### config.mk
export PLATFORM = sky130hd
export DESIGN_NAME = instr_mem_ctrl_flat
export DESIGN_NICKNAME = d
export VERILOG_FILES = /design/src/rtl/imem_pkg.sv /design/src/rtl/instr_mem_ctrl_if.sv /design/src/rtl/imem_array.sv /design/src/rtl/instr_mem_ctrl.sv /design/src/flat_wrapper.sv
export SDC_FILE = /design/constraint.sdc
export NUM_CORES = 2
export LEC_CHECK = 0
export CAP_MARGIN = 20
export CORE_MARGIN = 4
export CORE_UTILIZATION = 65
export CTS_CLUSTER_DIAMETER = 30
export DETAILED_ROUTE_END_ITERATION = 10
export PLACE_DENSITY_LB_ADDON = 0.3
export SETUP_SLACK_MARGIN = 0.2
export SKIP_LAST_GASP = 1
export SYNTH_ARGS = -nofsm -noshare
export SYNTH_HDL_FRONTEND = slang
export SYNTH_SLANG_ARGS = --single-unit
export TNS_END_PERCENT = 1
### constraint.sdc
create_clock -name clk -period 10 [get_ports clk]
set_input_delay 3 -clock clk [delete_from_list [all_inputs] [get_ports clk]]
set_output_delay 3 -clock clk [all_outputs]
set_load 0.02 [all_outputs]
### src/rtl/imem_pkg.sv
// Shared types and constants for the instruction memory controller.
package imem_pkg;

    typedef enum logic {
        ST_CLEAR = 1'b0,
        ST_RUN   = 1'b1
    } state_t;

    // NOP encoding returned for fetches beyond the populated range
    localparam logic [31:0] NOP_WORD = 32'h0000_0013;

    function automatic int idx_width(input int depth);
        return (depth < 2) ? 1 : $clog2(depth);
    endfunction

endpackage

### src/rtl/instr_mem_ctrl_if.sv
// Program-load and fetch bus between host/fetch logic and instr_mem_ctrl.
interface instr_mem_ctrl_if
    import imem_pkg::*;
#(
    parameter int DATA_WIDTH = 32,
    parameter int DEPTH      = 128
);
    localparam int IDX_W = idx_width(DEPTH);

    logic                  clear;
    logic                  ready;
    logic                  prog_we;
    logic [IDX_W-1:0]      prog_addr;
    logic [DATA_WIDTH-1:0] prog_data;
    logic                  fetch_req;
    logic [31:0]           fetch_addr;
    logic                  fetch_valid;
    logic [DATA_WIDTH-1:0] instruction;
    logic                  fetch_misaligned;
    logic                  fetch_oob;

    modport master (
        output clear, prog_we, prog_addr, prog_data, fetch_req, fetch_addr,
        input  ready, fetch_valid, instruction, fetch_misaligned, fetch_oob
    );

    modport slave (
        input  clear, prog_we, prog_addr, prog_data, fetch_req, fetch_addr,
        output ready, fetch_valid, instruction, fetch_misaligned, fetch_oob
    );

endinterface

### src/rtl/imem_array.sv
// Simple dual-port 1W/1R synchronous RAM, read-first, registered read with enable.
// Latency 1; no backpressure.
module imem_array
    import imem_pkg::*;
#(
    parameter int DATA_WIDTH = 32,
    parameter int DEPTH      = 128,
    localparam int IDX_W     = idx_width(DEPTH)
) (
    input  logic                  clk,
    input  logic                  i_we,
    input  logic [IDX_W-1:0]      i_waddr,
    input  logic [DATA_WIDTH-1:0] i_wdata,
    input  logic                  i_re,
    input  logic [IDX_W-1:0]      i_raddr,
    output logic [DATA_WIDTH-1:0] o_rdata
);

    logic [DATA_WIDTH-1:0] r_mem [DEPTH];
    logic [DATA_WIDTH-1:0] r_rdata;

    // Both updates are non-blocking, so a same-address read sees the old word
    always_ff @(posedge clk) begin
        if (i_we) r_mem[i_waddr] <= i_wdata;
        if (i_re) r_rdata <= r_mem[i_raddr];
    end

    assign o_rdata = r_rdata;

endmodule

### src/rtl/instr_mem_ctrl.sv
// Instruction memory controller: clear sweep FSM, program write port, registered fetch.
// Fetch latency 1 cycle, one request per cycle; requests and writes ignored while sweeping.
module instr_mem_ctrl
    import imem_pkg::*;
#(
    parameter int                    DATA_WIDTH = 32,
    parameter int                    DEPTH      = 128,
    parameter logic [DATA_WIDTH-1:0] FILL_WORD  = '0,
    parameter logic [DATA_WIDTH-1:0] OOB_WORD   = DATA_WIDTH'(NOP_WORD)
) (
    input  logic              clk,
    input  logic              reset,
    instr_mem_ctrl_if.slave   bus
);

    localparam int          IDX_W     = idx_width(DEPTH);
    localparam int          BYTE_SH   = $clog2(DATA_WIDTH / 8);
    localparam logic [31:0] BYTE_MASK = (32'd1 << BYTE_SH) - 32'd1;

    state_t                r_state, w_state_nxt;
    logic [IDX_W-1:0]      r_sweep_idx, w_sweep_nxt;

    logic                  w_ready;
    logic                  w_mem_we;
    logic [IDX_W-1:0]      w_mem_waddr;
    logic [DATA_WIDTH-1:0] w_mem_wdata;
    logic [DATA_WIDTH-1:0] w_rdata;

    logic [31:0]           w_idx32;
    logic                  w_oob;
    logic                  w_mis;
    logic                  w_fetch_acc;

    logic                  r_fetch_valid;
    logic                  r_misaligned;
    logic                  r_oob;
    logic                  r_have_data;

    always_ff @(posedge clk or posedge reset) begin
        if (reset) begin
            r_state     <= ST_CLEAR;
            r_sweep_idx <= '0;
        end else begin
            r_state     <= w_state_nxt;
            r_sweep_idx <= w_sweep_nxt;
        end
    end

    always_comb begin
        w_state_nxt = r_state;
        w_sweep_nxt = r_sweep_idx;
        if (bus.clear) begin
            w_state_nxt = ST_CLEAR;
            w_sweep_nxt = '0;
        end else if (r_state == ST_CLEAR) begin
            if (r_sweep_idx == IDX_W'(DEPTH - 1)) begin
                w_state_nxt = ST_RUN;
                w_sweep_nxt = '0;
            end else begin
                w_sweep_nxt = r_sweep_idx + 1'b1;
            end
        end
    end

    // Single write port is shared: sweep owns it in CLEAR, the loader in RUN
    always_comb begin
        w_ready     = 1'b0;
        w_mem_we    = 1'b1;
        w_mem_waddr = r_sweep_idx;
        w_mem_wdata = FILL_WORD;
        if (r_state == ST_RUN) begin
            w_ready     = 1'b1;
            w_mem_we    = bus.prog_we;
            w_mem_waddr = bus.prog_addr;
            w_mem_wdata = bus.prog_data;
        end
    end

    // Full 32-bit range compare so large addresses never alias into the array
    assign w_idx32     = bus.fetch_addr >> BYTE_SH;
    assign w_oob       = (w_idx32 >= 32'(DEPTH));
    assign w_mis       = ((bus.fetch_addr & BYTE_MASK) != 32'd0);
    assign w_fetch_acc = w_ready & bus.fetch_req & ~bus.clear;

    imem_array #(
        .DATA_WIDTH (DATA_WIDTH),
        .DEPTH      (DEPTH)
    ) u_array (
        .clk     (clk),
        .i_we    (w_mem_we),
        .i_waddr (w_mem_waddr),
        .i_wdata (w_mem_wdata),
        .i_re    (w_fetch_acc & ~w_oob),
        .i_raddr (w_idx32[IDX_W-1:0]),
        .o_rdata (w_rdata)
    );

    always_ff @(posedge clk or posedge reset) begin
        if (reset) begin
            r_fetch_valid <= 1'b0;
            r_misaligned  <= 1'b0;
            r_oob         <= 1'b0;
            r_have_data   <= 1'b0;
        end else begin
            r_fetch_valid <= w_fetch_acc;
            if (w_fetch_acc) begin
                r_misaligned <= w_mis;
                r_oob        <= w_oob;
                r_have_data  <= 1'b1;
            end
        end
    end

    // RAM output register is unreset; r_have_data gives a clean zero after reset
    assign bus.instruction      = !r_have_data ? '0 : (r_oob ? OOB_WORD : w_rdata);
    assign bus.ready            = w_ready;
    assign bus.fetch_valid      = r_fetch_valid;
    assign bus.fetch_misaligned = r_misaligned;
    assign bus.fetch_oob        = r_oob;

endmodule

### src/flat_wrapper.sv
// flat-port wrapper written by rule: the top's interface ports become plain ports
module instr_mem_ctrl_flat import imem_pkg::*;
#(
    parameter int                    DATA_WIDTH = 32,
    parameter int                    DEPTH      = 128,
    parameter logic [DATA_WIDTH-1:0] FILL_WORD  = '0,
    parameter logic [DATA_WIDTH-1:0] OOB_WORD   = DATA_WIDTH'(NOP_WORD)
)
  (clk, reset, bus_clear, bus_prog_we, bus_prog_addr, bus_prog_data, bus_fetch_req, bus_fetch_addr, bus_ready, bus_fetch_valid, bus_instruction, bus_fetch_misaligned, bus_fetch_oob);
  instr_mem_ctrl_if #(.DATA_WIDTH(DATA_WIDTH), .DEPTH(DEPTH)) bus_i ();
  input  logic clk;
  input  logic reset;
  input wire logic [$bits(bus_i.clear)-1:0] bus_clear;
  input wire logic [$bits(bus_i.prog_we)-1:0] bus_prog_we;
  input wire logic [$bits(bus_i.prog_addr)-1:0] bus_prog_addr;
  input wire logic [$bits(bus_i.prog_data)-1:0] bus_prog_data;
  input wire logic [$bits(bus_i.fetch_req)-1:0] bus_fetch_req;
  input wire logic [$bits(bus_i.fetch_addr)-1:0] bus_fetch_addr;
  output wire logic [$bits(bus_i.ready)-1:0] bus_ready;
  output wire logic [$bits(bus_i.fetch_valid)-1:0] bus_fetch_valid;
  output wire logic [$bits(bus_i.instruction)-1:0] bus_instruction;
  output wire logic [$bits(bus_i.fetch_misaligned)-1:0] bus_fetch_misaligned;
  output wire logic [$bits(bus_i.fetch_oob)-1:0] bus_fetch_oob;
  assign bus_i.clear = bus_clear;
  assign bus_i.prog_we = bus_prog_we;
  assign bus_i.prog_addr = bus_prog_addr;
  assign bus_i.prog_data = bus_prog_data;
  assign bus_i.fetch_req = bus_fetch_req;
  assign bus_i.fetch_addr = bus_fetch_addr;
  assign bus_ready = bus_i.ready;
  assign bus_fetch_valid = bus_i.fetch_valid;
  assign bus_instruction = bus_i.instruction;
  assign bus_fetch_misaligned = bus_i.fetch_misaligned;
  assign bus_fetch_oob = bus_i.fetch_oob;
  instr_mem_ctrl #(.DATA_WIDTH(DATA_WIDTH), .DEPTH(DEPTH), .FILL_WORD(FILL_WORD), .OOB_WORD(OOB_WORD)) u_core (.clk(clk), .reset(reset), .bus(bus_i));
endmodule
-- Word-level counts from Yosys, hierarchy flattened
Memory sizes are Yosys's and may differ from the RTL's. A register that Yosys moved wholly into a read port is not among the register bits.
Cells that the tools add are included.
- $add $sub $neg: 1
- order comparisons: 1
- equality and inequality tests: 2
- muxes and demuxes: 14
- bitwise operators: 5
- reductions and logical operators: 1
- operators by type and width (kind ; number):
    32-bit 2-to-1 mux ; 3
    32-bit nonzero test ; 1
    30-bit by 8-bit >= comparator with 1-bit output, second input constant ; 1
    7-bit 2-to-1 mux ; 4
    7-bit by 1-bit adder with 7-bit output, second input constant ; 1
    7-bit == test, second input constant ; 1
    1-bit 2-to-1 mux ; 7
    1-bit bitwise AND ; 3
    2-bit != test, second input constant ; 1
    1-bit inverter ; 2
- bits in registers: 12
- bits in writable memories: 4096
- input bits: 76
- output and inout bits: 36
- logic and storage cells: 31
- memories: 1
- memories (name ; words ; bits a word ; read ports ; clocked after memory_dff ; wr ports ; line ; text):
    u_core.u_array.r_mem ; 128 ; 32 ; 1 ; 1 ; 1 ; imem_array.sv:19 ; logic [DATA_WIDTH-1:0] r_mem [DEPTH];

-- Logic depth before layout (Yosys ltp)
- depth in word-level cells: 4
- depth in mapped cells: 11
- gate-level depth less buffers: 6

-- Modules after synthesis
From an unflattened synthesis, not the netlist that was laid out.
- cells, all modules: 6137
- area, all modules: 157746.3 sq um
- by module, submodules not included (module ; instances ; cells an instance ; area each (sq um) ; sequential area each (sq um)):
    imem_array ; 1 ; 5990 ; 156596.4 ; 123958.9
    instr_mem_ctrl ; 1 ; 147 ; 1149.9 ; 300.3

-- Worst setup path before layout
OpenSTA, ideal clock, no wires.
- path kind: in2reg
- from: input bus_prog_addr[2]
- to: memory u_core.u_array.r_mem[33][0], enable pin
- library setup time: 0.421 ns
- arrival: 5.194 ns
- setup slack: 4.385 ns
- stages: 4
- cell sequence: mux2i_1 -> nand3_1 -> clkbuf_1 -> nor2_1
- word-level cells in the longest chain between the ends: 1
- RTL lines (element ; line ; text):
    from (decl) ; flat_wrapper.sv:15 ; input wire logic [$bits(bus_i.prog_addr)-1:0] bus_prog_addr;
    7-bit 2-to-1 mux ; instr_mem_ctrl.sv:71 ; if (r_state == ST_RUN) begin
    to (decl) ; imem_array.sv:19 ;
No other way between the ends.

-- Worst setup path in the final report
- from: input bus_fetch_addr[3]
- to: register u_core.u_array.r_rdata[28], in the netlist u_core.u_array.o_rdata[28], read port of u_core.u_array.r_mem (data pin)
- word-level cells in the longest chain between the ends: 3
- RTL lines (element ; line ; text):
    from (decl) ; flat_wrapper.sv:18 ; input wire logic [$bits(bus_i.fetch_addr)-1:0] bus_fetch_addr;
    30-bit by 8-bit >= comparator with 1-bit output ; instr_mem_ctrl.sv:81 ; assign w_oob = (w_idx32 >= 32'(DEPTH));
    1-bit inverter ; instr_mem_ctrl.sv:93 ; .i_re (w_fetch_acc & ~w_oob),
    1-bit bitwise AND ; instr_mem_ctrl.sv:93 ;
    to (decl) ; imem_array.sv:20 ; logic [DATA_WIDTH-1:0] r_rdata;
Parallel ways exist; a longest one is shown, timed or not.
A chain may end at the register's enable or synchronous reset.

==> results.txt <==
* Worst Setup End Kind: flip-flop
* IR Drop Worst-Case VDD: 182 uV
- The routed layout has 89648 vias.
* TritonCTS clock tree: yes
- In this run the post-CTS setup repair buffer count came out at 0.
- The setup check on the worst reg-to-reg path leaves a slack of about 5 ns.
* Syn nets: 7509
* Via-per-instance ratio: 7.62
* Power density over the cells: between 200 and 250 nW/um^2
* Routability congestion estimate from global placement: 0.946
* Total gr overflow: 0
- The path with the worst hold slack has its endpoint at u_core.bus.fetch_misaligned.
- The number of placed instances, taps included, is 10550.
- The cell area that synthesis handed to floorplanning was 160000 um^2.
* Number of pins with negative max-slew slack in the final report: 2
- Initial core utilization: 65.6%
- Input and output buffers added on the ports amount to 111.
* Post-detailed-routing wire length: slightly above 500000 um
- In this run the count of I/O pins placed on the die edge is 112.
* Dominant cells by area after synthesis: edfxtp_1 (77%), mux4_2 (11%), mux2i_1 (3.5%)
* Largest net degree at the start of global routing: 112
- The endpoint identified for the worst register-to-register timing path is u_core.u_array.r_mem[115][2].
- Number of hold-slack violations in the final timing report: 0
- Dominant combinational cell family by area after synthesis: multiplexers
- Multiplexer cells account for ~15% of the synthesized area.
- Outcome: finished with violations
- Core outline area: around 240000 um^2
* Initial antenna violation count: 54
- For this run, the leading register cell type out of synthesis is edfxtp_1.
* Final setup violation count: 0
- EDFF count, synth: 4128
- Gates resized during post-CTS repair numbered 0.
- Post-route cell area: approximately 190000 um^2
- Of the post-synthesis cell area, the dominant cell type holds slightly below 80%.
- Of the total synthesized cell area, the portion taken by AND, OR, NAND and NOR gates is 2.06%.
* Data arrival time of the worst path: approximately 7.5 ns
* Vert. Die Dim: a little over 500 um
- The startpoint identified for the worst hold timing path is u_core.bus.fetch_misaligned.
* Number of search-and-repair iterations in the first detailed-routing pass: 9
* Complex-gate fraction of the synthesized area: under 10%
- The area growth from synthesis to layout is 17.6%.
* Adder-cell area share of the yosys netlist: less than 1%
- After Yosys synthesis, XOR and XNOR cells account for less than 1% of the synthesized area.
- R2R Path Start: u_core.r_state
* Proportion of layout cells with a drive suffix above 1: ~29%
* Internal power: 33.0 mW
- Max Clock Skew: 0.0767 ns
- Number of global-route vias before repair: 86980
- TritonCTS created 623 clock buffers.
- In this run the horizontal extent of the chip is 504 um.
- Cells on Worst Hold Path: 2
* Failing checks: max-capacitance violations, max-slew violations
- The min-delay analysis places its worst path in the category flip-flop to flip-flop.
- Worst slack after detailed placement: 2.75 ns
- After detailed routing, the number of remaining DRC violations is 0.
- During synthesis, Yosys emitted a total of 0 warnings.
- Setup ws final: roughly 3.3 ns
- Summing all placed instances gives a cell area of 166000 um^2.
* Detailed placer's ending HPWL: 263000 um
- The root buffer cell chosen for the clock tree is clkbuf_16.
- The clock drives 4140 sinks.
- Dividing the synthesized area by the synthesized cell count gives roughly 22 um^2.
- Global routing used 38.3% of the available tracks.
- Crit path required time: 10.87 ns
- After layout, the minimum clock period comes to ~6.7 ns.
- Share of the clock period used by the worst path after layout: around 67%
- The floorplan has about 180 rows.
* Total number of H-tree levels: 6
- Share of power burned in registers: between 40% and 50%
- The first routing iteration left 17819 violations.
- Worst slew slack as a fraction of its limit: -15.6%
- Setup repair after global routing left no endpoint under its margin.
* Part of the total power dissipated in the clock network: 51.5%
- Worst-margin pin slew: 1.72 ns
- Maximum capacitance violations: 1
- Reported net switching power: 9.42 mW
- Longest Clk Path Bufs: 4
* Fraction of power spent switching nets: 22.2%
- After synthesis the netlist holds a flip-flop and latch count of 4140.
- Register clock-pin slew on the reported worst setup and hold paths: roughly 0.06 ns
* Setup TNS: 0 ns
* Worst-case reg-to-reg path depth: 6
* Die Area: 254000 um^2
- For this run, the share of the core covered by cells in the final layout is 77.1%.
- After synthesis, the share of flip-flops with an asynchronous set or reset is 0.290%.
* Post-detailed-route count of antenna-violating nets: 0
- Drt wl/cell: around 43 um
- Count of distinct cell types in the synthesized netlist: 69
* Register area share after synthesis: between 70% and 80%
- Worst-Skew Late Latency: 1.05 ns
* Post-Route Hold Slack: a little under 0.5 ns
- Post-Layout Cell Count: 11763
- The first global-routing pass estimated 679000 um of wire.
- Largest area contributor in the netlist: edfxtp_1
* Share of power burned in combinational logic: about 4.0%
- In this run the static leakage power is 63.2 nW.
* Achievable frequency: 150 MHz
- Worst Setup Start Kind: primary input
- Along the worst path, the maximum fanout reaches 105.
- Number of hold buffers added after CTS: 0
- At the end of the flow, the number of nets in the layout was 8117.
- Type of the worst setup path: primary input to flip-flop
- Overall power consumption after layout is estimated at 42.5 mW.
- Post-Syn Instances: 7432
worst max-delay path, cell delays in order:
cell and delay (ns):
buf_16 0.32, buf_12 0.63, and2_1 0.66, buf_4 0.35
a22o_1 0.30, a2111oi_0 0.19, nor3_1 1.41, o32a_1 0.35
state kept, by name (all words and copies together) (netlist names):
register,cells
u_core.bus.fetch_valid,1
u_core.bus.fetch_oob,1
u_core.r_state,1
u_core.u_array.o_rdata,32
u_core.u_array.r_mem,4096
u_core.r_have_data,1
u_core.bus.fetch_misaligned,1
u_core.r_sweep_idx,7
area by class of cell:
type,instances,area [um^2]
diodes,41,103
clock inverters,421,4770
inverters,11,48.8
multi-input cells,2848,34300
clock buffers,684,16000
repair buffers,416,4800
fillers,11429,55800
well taps,3202,4010
flip-flops and latches,4140,124000
power by group through the flow:
stage	clock (mW)	sequential (mW)	combinational (mW)
final	21.9	18.9	1.71
after global routing	22.7	18.9	1.71
after CTS	21.7	18.9	1.61
after detailed placement	0	19.2	1.57
after global placement	0	19.2	1.54
after floorplan	0	19.2	0.947
kinds of logic (layout without fill, tap and decap cells):
group	Yosys count	in the layout
flip-flops	4140	4140
multiplexers	1475	1475
AND/OR/NAND/NOR	701	701
AO/OA/AOI/OAI	668	668
buffers and inverters	444	1532
XOR/XNOR	3	3
adder cells (fa/ha/maj)	1	1
other	0	41
synthesized netlist by cell type (all sizes together), types with 7 or more instances:
cell type	n
edfxtp	4128
mux4	779
mux2i	555
buf	313
nor2	220
nand2	193
mux2	141
clkbuf	120
a22oi	95
o22ai	93
a21oi	80
and2	65
a22o	61
nor2b	52
a211oi	49
nand3	41
nor3	40
o221ai	38
o31ai	34
o21ai	33
a32oi	28
nor4	27
a221oi	25
a31oi	23
a2111oi	22
o22a	16
a221o	13
dfrtp	12
inv	11
nand2b	11
nand4	11
o41ai	10
a32o	9
and3	9
or3	8
o32a	7
metal layers:
| layer | vias up | track usage (%) | routed length [um] |
|---|---|---|---|
| li1 | 32668 | - | - |
| met1 | 45294 | 49.3 | 155000 |
| met2 | 9560 | 55.6 | 226000 |
| met3 | 2092 | 14.2 | 80200 |
| met4 | 34 | 24.6 | 42900 |
| met5 | - | 0.394 | 265 |
worst max-delay path by stage:
| stage | start | to | slack, ns | depth (start not counted) |
|---|---|---|---|---|
| after CTS | bus_fetch_addr[2] | u_core.u_array.o_rdata[8] | 3.73 | 9 |
| after global routing | bus_fetch_addr[2] | u_core.u_array.o_rdata[8] | 3.45 | 9 |
| final | bus_fetch_addr[3] | u_core.u_array.o_rdata[28] | 3.35 | 8 |
| after global placement | bus_fetch_addr[4] | u_core.u_array.o_rdata[0] | 2.15 | 7 |
| after floorplan | bus_prog_addr[2] | u_core.u_array.r_mem[33][0] | 4.38 | 4 |
| after detailed placement | bus_fetch_addr[2] | u_core.u_array.o_rdata[8] | 2.75 | 9 |
cell usage in the layout (no fill, tap or decap), types with 62 or more instances in the layout:
cell and instances:
nor2_1 88, clkinv_2 82, mux4_2 779, mux2i_1 555, clkbuf_16 631, mux2_2 141, a21oi_1 80, clkinv_1 62
buf_12 70, a22oi_1 95, edfxtp_1 4128, nand2_1 192, inv_6 68, buf_4 194, bufinv_16 73, nor2_4 130
clkdlybuf4s50_1 105, o22ai_1 93
Note: power is estimated with default switching activity, not from simulation.
